$ cat src/rtl/ldtu_ostream_rx.sv
// Receive side of the LiTe-DTU output stream: locks on idles, strips protocol words, buffers payload.
// Optional LDTU_RX_STATS_EN builds the saturating word_cnt/drop_cnt counters (tied to 0 otherwise).
module ldtu_ostream_rx #(
    parameter logic [31:0] IDLE_PATTERN  = 32'hEAAAAAAA,
    parameter logic [31:0] FLUSH_PATTERN = 32'h2CF0F0F0,
    parameter int          LOCK_IDLES    = 4,
    parameter int          FifoDepth     = 16,
    parameter int          bits_ptr      = 4
) (
    input  logic        CLK,
    input  logic        rst_b,
    input  logic [31:0] DATA32_DTU,
    input  logic [31:0] synch_pattern,
    input  logic        synch_en,
    input  logic        rd_en,
    output logic [31:0] data_out,
    output logic        data_valid,
    output logic        empty,
    output logic        full,
    output logic        locked,
    output logic        flush_seen,
    output logic        synch_seen,
    output logic        overflow,
    output logic [15:0] word_cnt,
    output logic [15:0] drop_cnt,
    output logic [1:0]  fsm_state
);

    typedef enum logic [1:0] {HUNT = 2'd0, LOCKED = 2'd1, FLUSH = 2'd2} state_t;

    localparam logic [bits_ptr:0] DEPTH_C = FifoDepth[bits_ptr:0];
    localparam logic [3:0]        LOCK_C  = LOCK_IDLES[3:0];

    state_t              state;
    logic [31:0]         w_q;
    logic [3:0]          idle_cnt;
    logic [31:0]         mem [FifoDepth];
    logic [bits_ptr-1:0] wr_ptr, rd_ptr;
    logic [bits_ptr:0]   count;
    logic                is_flush, is_idle, is_synch, is_payload;
    logic                rd_ok, wr_ok, drop, flush_entry;

    always_comb begin
        is_flush   = (w_q == FLUSH_PATTERN);
        is_idle    = !is_flush && (w_q == IDLE_PATTERN);
        is_synch   = !is_flush && !is_idle && synch_en && (w_q == synch_pattern);
        is_payload = !is_flush && !is_idle && !is_synch;
    end

    // Read handshake: rd_en is a request; it is accepted only when the buffer is non-empty,
    // and an accepted read returns data_out with a data_valid pulse at the same edge.
    assign rd_ok       = rd_en && !empty;
    // A full buffer still takes a word when a read frees a slot in the same cycle.
    assign wr_ok       = (state == LOCKED) && is_payload && (!full || rd_ok);
    assign drop        = (state == LOCKED) && is_payload && !wr_ok;
    assign flush_entry = is_flush && (state != FLUSH);

    assign empty     = (count == '0);
    assign full      = (count == DEPTH_C);
    assign locked    = (state == LOCKED);
    assign fsm_state = state;

    always_ff @(posedge CLK) begin
        if (rst_b && wr_ok) mem[wr_ptr] <= w_q;
    end

    always_ff @(posedge CLK) begin
        if (!rst_b) begin
            state      <= HUNT;
            w_q        <= IDLE_PATTERN;
            idle_cnt   <= '0;
            wr_ptr     <= '0;
            rd_ptr     <= '0;
            count      <= '0;
            data_out   <= '0;
            data_valid <= 1'b0;
            flush_seen <= 1'b0;
            synch_seen <= 1'b0;
            overflow   <= 1'b0;
        end else begin
            w_q        <= DATA32_DTU;
            data_valid <= rd_ok;
            flush_seen <= 1'b0;
            synch_seen <= 1'b0;
            if (rd_ok) data_out <= mem[rd_ptr];

            if (flush_entry) begin
                wr_ptr     <= '0;
                rd_ptr     <= '0;
                count      <= '0;
                overflow   <= 1'b0;
                flush_seen <= 1'b1;
            end else begin
                if (wr_ok) wr_ptr <= wr_ptr + 1'b1;
                if (rd_ok) rd_ptr <= rd_ptr + 1'b1;
                count <= count + {{bits_ptr{1'b0}}, wr_ok} - {{bits_ptr{1'b0}}, rd_ok};
                if (drop) overflow <= 1'b1;
            end

            case (state)
                HUNT: begin
                    if (is_flush) begin
                        state    <= FLUSH;
                        idle_cnt <= '0;
                    end else if (is_idle) begin
                        if (idle_cnt + 4'd1 >= LOCK_C) begin
                            state    <= LOCKED;
                            idle_cnt <= '0;
                        end else begin
                            idle_cnt <= idle_cnt + 4'd1;
                        end
                    end else begin
                        idle_cnt <= '0;
                    end
                end
                LOCKED: begin
                    if (is_flush) state <= FLUSH;
                    if (is_synch) synch_seen <= 1'b1;
                end
                FLUSH: begin
                    // The word that ends the flush already counts toward the next lock.
                    if (!is_flush) begin
                        state    <= HUNT;
                        idle_cnt <= is_idle ? 4'd1 : 4'd0;
                    end
                end
                default: state <= HUNT;
            endcase
        end
    end

`ifdef LDTU_RX_STATS_EN
    always_ff @(posedge CLK) begin
        if (!rst_b) begin
            word_cnt <= '0;
            drop_cnt <= '0;
        end else begin
            if (wr_ok && word_cnt != 16'hFFFF) word_cnt <= word_cnt + 16'd1;
            if (drop && drop_cnt != 16'hFFFF) drop_cnt <= drop_cnt + 16'd1;
        end
    end
`else
    assign word_cnt = '0;
    assign drop_cnt = '0;
`endif

endmodule

$ cat config.mk
export PLATFORM = sky130hd
export DESIGN_NAME = ldtu_ostream_rx
export DESIGN_NICKNAME = d
export VERILOG_FILES = /design/src/rtl/ldtu_ostream_rx.sv
export SDC_FILE = /design/constraint.sdc
export NUM_CORES = 1
export LEC_CHECK = 0
export ABC_AREA = 1
export CORE_ASPECT_RATIO = 2
export CORE_MARGIN = 3
export CORE_UTILIZATION = 60
export CTS_CLUSTER_SIZE = 14
export DETAILED_ROUTE_END_ITERATION = 8
export PLACE_DENSITY_LB_ADDON = 0.12
export SYNTH_ARGS = -nofsm -noshare
export SYNTH_HDL_FRONTEND = slang
export SYNTH_SLANG_ARGS = --single-unit
$ cat constraint.sdc
create_clock -name CLK -period 6.9 [get_ports CLK]
set_clock_uncertainty 0.05 [all_clocks]
set_input_delay 2.07 -clock CLK [delete_from_list [all_inputs] [get_ports CLK]]
set_output_delay 2.07 -clock CLK [all_outputs]
set_load 0.1 [all_outputs]
==> results.md <==
Cells and area:
- The filler cells instantiated in the layout total roughly 3,000.
- The count of cells in the finished layout, fillers not included, comes to around 2,800.
- At the end of the flow, the number of nets in the layout was 2,313.
- The share of cells above drive strength 1 is 0.0642.
- The final antenna diode count is 0.
- Compared with the post-synthesis result, the final layout area differs by 11.9%.

CTS:
- The number of CTS-inserted buffers is 51.
- The clock passes through at most 3 buffers.
- For this design, the CTS-stage hold fixing added 0 buffers.
- The CTS tree is done.
- The number of sinks on the clock net is 599.
- The buffer type at the clock tree root is sky130_fd_sc_hd__clkbuf_16.
- The clock reaches the later pin of the worst-skew pair after 0.58 ns.
- The number of gates resized after cts is 0.
- Once the clock tree was built, the setup fixing pass inserted 0 buffers.
- Clock-pin slew was measured on the worst setup and hold paths at 0.07 ns.
- The clock tree synthesis step divided the H-tree into 2 levels.

Floorplanning:
- The floorplan step set the die width to 149 µm.
- The total die area is around 44,000 µm².
- The number of cell rows is about 100.
- The number of ports placed on the die boundary is 141.
- The die height is ~290 µm.
- The initial utilization of the core area, before any placement, comes to 0.610.
- The area of the placeable core is 40,500 µm².

Setup path:
- Among all stages on the critical path, the largest delay is contributed by sky130_fd_sc_hd__nor2_4.
- Counting stages on the worst path, the most repeated cell is sky130_fd_sc_hd__nand2_4.
- The critical path goes through clkdlybuf4s50_1 -> or2_2 -> nand4_1 -> nor2_1 -> nand2_1 -> nor2_2 -> nand2_4 -> nand3_4 -> inv_4 -> nand2_4 -> nor2_4.
- In this design, the stage delay of the slowest critical-path cell is 1.06 ns.
- The kind of end point of the critical path is a flip-flop.
- The depth of the worst register-to-register path is 12.
- The required time reported for the critical path endpoint is about 7 ns.
- The data arrival at the endpoint of the critical path is 4.88 ns.
- The worst setup path is launched from an input pin.
- The path type of the worst setup path is input pin to flip-flop.
- The highest fanout seen on the critical path is 32.

Yosys:
- Of the total synthesized cell area, the portion taken by full adders, half adders and majority gates is 0.00639.
- Of the total synthesized cell area, the portion taken by XOR and XNOR cells is 0.00284.
- Of the total synthesized cell area, the portion taken by AND, OR, NAND and NOR gates is 0.136.
- The combinational family with the most area after synthesis is simple AND/OR/NAND/NOR gates.
- In the synthesized netlist the dominant register cell turns out to be sky130_fd_sc_hd__edfxtp_1.
- Yosys printed 0 warnings.
- Of all flip-flops after synthesis, the portion carrying an async set or reset was 0.
- The count of state elements after synthesis is about 600.
- Yosys mapped a number of flops with a built-in enable equal to 512.
- In this run, distinct cell masters in the synthesized netlist total 37.
- The average instance in the mapped netlist occupies 11.4 µm².
- The cell count after synthesis is 2,167.
- The synthesized-area fraction occupied by ao, oa, aoi and oai cells was 0.107.
- Measured against the total synthesized area, the mux share comes to 0.
- The share of the Yosys chip area taken by registers is 0.693.
- The synthesized netlist occupies a cell area of between 20,000 and 25,000 µm².

GRT:
- The number of antenna violations at the first check in global routing is 0.
- The overflow left after global routing is 0.
- The wire length of the first global-routing pass is roughly 100 mm.
- The global routing usage summed across all routing layers is 0.305.
- Entering global routing, the biggest net connects 139 pins.
- The number of global-route vias before repair is 16,900.

Hold path:
- The worst hold path passes through 2 cells.
- In this run the worst hold path is classified as flip-flop to flip-flop.

STA:
- Setup violations remaining at the end of the flow were counted as 0.
- Setup repair after global routing left no endpoint under its margin.
- The number of max-slew violations in the final report is 0.
- Summed over all failing endpoints, the final setup total negative slack is 0 ns.
- For this run, the top clock speed supported by timing is 211 MHz.
- The post-route worst hold slack is 0.408 ns.
- Measured against its own limit, the worst slew margin works out to 0.147.
- The slew at the pin closest to its max-slew limit is 1.28 ns.
- The number of hold violations in the final report came to 0.
- The final cycle utilization of the critical path is 0.688.
- The time the final worst path needs with I/O delays and setup is 4.75 ns.

Route:
- After detailed routing, the number of remaining DRC violations is 0.
- The post-detailed-route wirelength per cell is 23.5 µm.
- For this run, the detailed router's first-pass iteration total came to 5.
- The detail route stage leaves a number of antenna-violating nets equal to 0.
- For this block, the via count after detailed routing is 16,900.
- The wire length on met3 is 4.34 mm.
- The violation count after the first detailed-routing iteration is 1,529.
- Routed signal wires occupy layers up through met4.
- After detailed routing, the wire length on met1 is 23.0 mm.
- The routed wire length is 66.0 mm.
- After detailed routing, the number of vias per cell comes to ~6.0.
- The sum of met2 wire segment lengths after detailed routing is roughly 35 mm.

Flow run:
- Max-cap violations in this run came to 0.

Power and ir drop:
- The overall power after layout is 8.91 mW.
- Dividing total power by cell area gives a power density of ~320 nW/µm².
- Summed over all cells, the static leakage comes to around 9.8 nW.
- The maximum ir drop on the vdd rail is 0.357 mV.

Placed design:
- The routability congestion estimate from global placement is 0.943.
- The number of port buffers is 108.
- The number of cells in the design after placement is between 2,000 and 3,000.
- The wire-length estimate of the detail-placed layout is 39.8 mm.

Run status:
- The run finished with clean final reports.
==> registers in the layout, indices dropped and copies added, names as in the netlist <==
register and flops:
count 5, data_out 32, data_valid 1, flush_seen 1, fsm_state 2, idle_cnt 4
mem 512, overflow 1, rd_ptr 4, synch_seen 1, w_q 32, wr_ptr 4
==> cells in the mapped netlist (3+ instances only) <==
| master | instances | area share |
|---|---|---|
| sky130_fd_sc_hd__o21ai_1 | 24 | 0.0049 |
| sky130_fd_sc_hd__nor3_1 | 8 | 0.0016 |
| sky130_fd_sc_hd__o221ai_1 | 32 | 0.011 |
| sky130_fd_sc_hd__nand3_1 | 109 | 0.022 |
| sky130_fd_sc_hd__xor2_1 | 5 | 0.0018 |
| sky130_fd_sc_hd__inv_2 | 6 | 0.00091 |
| sky130_fd_sc_hd__nor2_1 | 443 | 0.067 |
| sky130_fd_sc_hd__or2_2 | 20 | 0.0051 |
| sky130_fd_sc_hd__a21oi_1 | 14 | 0.0028 |
| sky130_fd_sc_hd__nand2_1 | 189 | 0.029 |
| sky130_fd_sc_hd__o21ai_0 | 237 | 0.048 |
| sky130_fd_sc_hd__clkbuf_2 | 3 | 0.00061 |
| sky130_fd_sc_hd__buf_2 | 32 | 0.0065 |
| sky130_fd_sc_hd__clkbuf_1 | 73 | 0.011 |
| sky130_fd_sc_hd__nand2_2 | 3 | 0.00076 |
| sky130_fd_sc_hd__inv_1 | 138 | 0.021 |
| sky130_fd_sc_hd__nand4_1 | 17 | 0.0043 |
| sky130_fd_sc_hd__buf_1 | 5 | 0.00076 |
| sky130_fd_sc_hd__xnor2_1 | 3 | 0.0011 |
| sky130_fd_sc_hd__ha_1 | 11 | 0.0056 |
| sky130_fd_sc_hd__dfxtp_1 | 87 | 0.071 |
| sky130_fd_sc_hd__o211ai_1 | 128 | 0.039 |
| sky130_fd_sc_hd__nor2_2 | 13 | 0.0033 |
| sky130_fd_sc_hd__buf_4 | 39 | 0.012 |
| sky130_fd_sc_hd__o2111ai_1 | 3 | 0.0011 |
| sky130_fd_sc_hd__edfxtp_1 | 512 | 0.62 |
==> per-stage QoR <==
step	setup slack [ns]	cell area [µm²]	utilization
floorplan	1.84	24800	-
global placement	1.67	26100	0.645
detailed placement	1.59	26100	0.645
CTS	2.16	27600	0.683
global route	1.97	27600	0.683
finish	2.15	27600	0.683
==> metal layers <==
| layer | vias up | track usage |
|---|---|---|
| li1 | 7691 | - |
| met1 | 8209 | 0.364 |
| met2 | 804 | 0.543 |
| met3 | 173 | 0.0344 |
| met4 | 0 | 0.155 |
| met5 | - | 0 |
==> layout make-up <==
cell class                      instances  area (µm²)  share of cell area
Clock buffer                           86        1480              0.0536
Clock inverter                          9        62.6             0.00226
Inverter                              147         564              0.0204
Multi-Input combinational cell       1299        6450               0.233
Sequential cell                       599       17100               0.620
Tap cell                              530         663              0.0240
Timing Repair Buffer                  135        1290              0.0467
==> cells by family after synthesis <==
logic type / Yosys count
flops: 599
fa+ha+maj: 12
simple gates: 808
xor+xnor: 8
buf+inv: 300
compound gates: 439
other cells: 1
==> power breakdown <==
group          leakage [nW]  internal [mW]  switching, mW
clock                 0.741           1.46           1.25
sequential             5.25           4.01          0.114
combinational          3.78          0.519           1.54
total                  9.77           6.00           2.91
==> cell usage in the layout, fill, tap and decap left out, types with 30 or more instances in the layout <==
cell / n
sky130_fd_sc_hd__edfxtp_1: 512
sky130_fd_sc_hd__nor2_1: 437
sky130_fd_sc_hd__o21ai_0: 237
sky130_fd_sc_hd__nand2_1: 189
sky130_fd_sc_hd__inv_1: 138
sky130_fd_sc_hd__o211ai_1: 128
sky130_fd_sc_hd__nand3_1: 109
sky130_fd_sc_hd__clkdlybuf4s50_1: 107
sky130_fd_sc_hd__dfxtp_1: 85
sky130_fd_sc_hd__clkbuf_16: 53
sky130_fd_sc_hd__o221ai_1: 32
sky130_fd_sc_hd__conb_1: 32
sky130_fd_sc_hd__clkbuf_1: 30
==> critical path, delay by kind of cell <==
family | cells | cell delay [ns]
buffers and inverters | 2 | 0.60
AND/OR/NAND/NOR | 9 | 2.17
==> final timing paths <==
check                                       start          end  slack [ns]
worst max-delay path            synch_pattern[17]    mem[0][2]        2.15
worst min-delay path                  idle_cnt[3]  idle_cnt[3]        0.41
worst max register to register            w_q[11]    mem[0][2]        2.84
worst min register to register        idle_cnt[3]  idle_cnt[3]        0.41
Power figures use the tool's default switching activity.
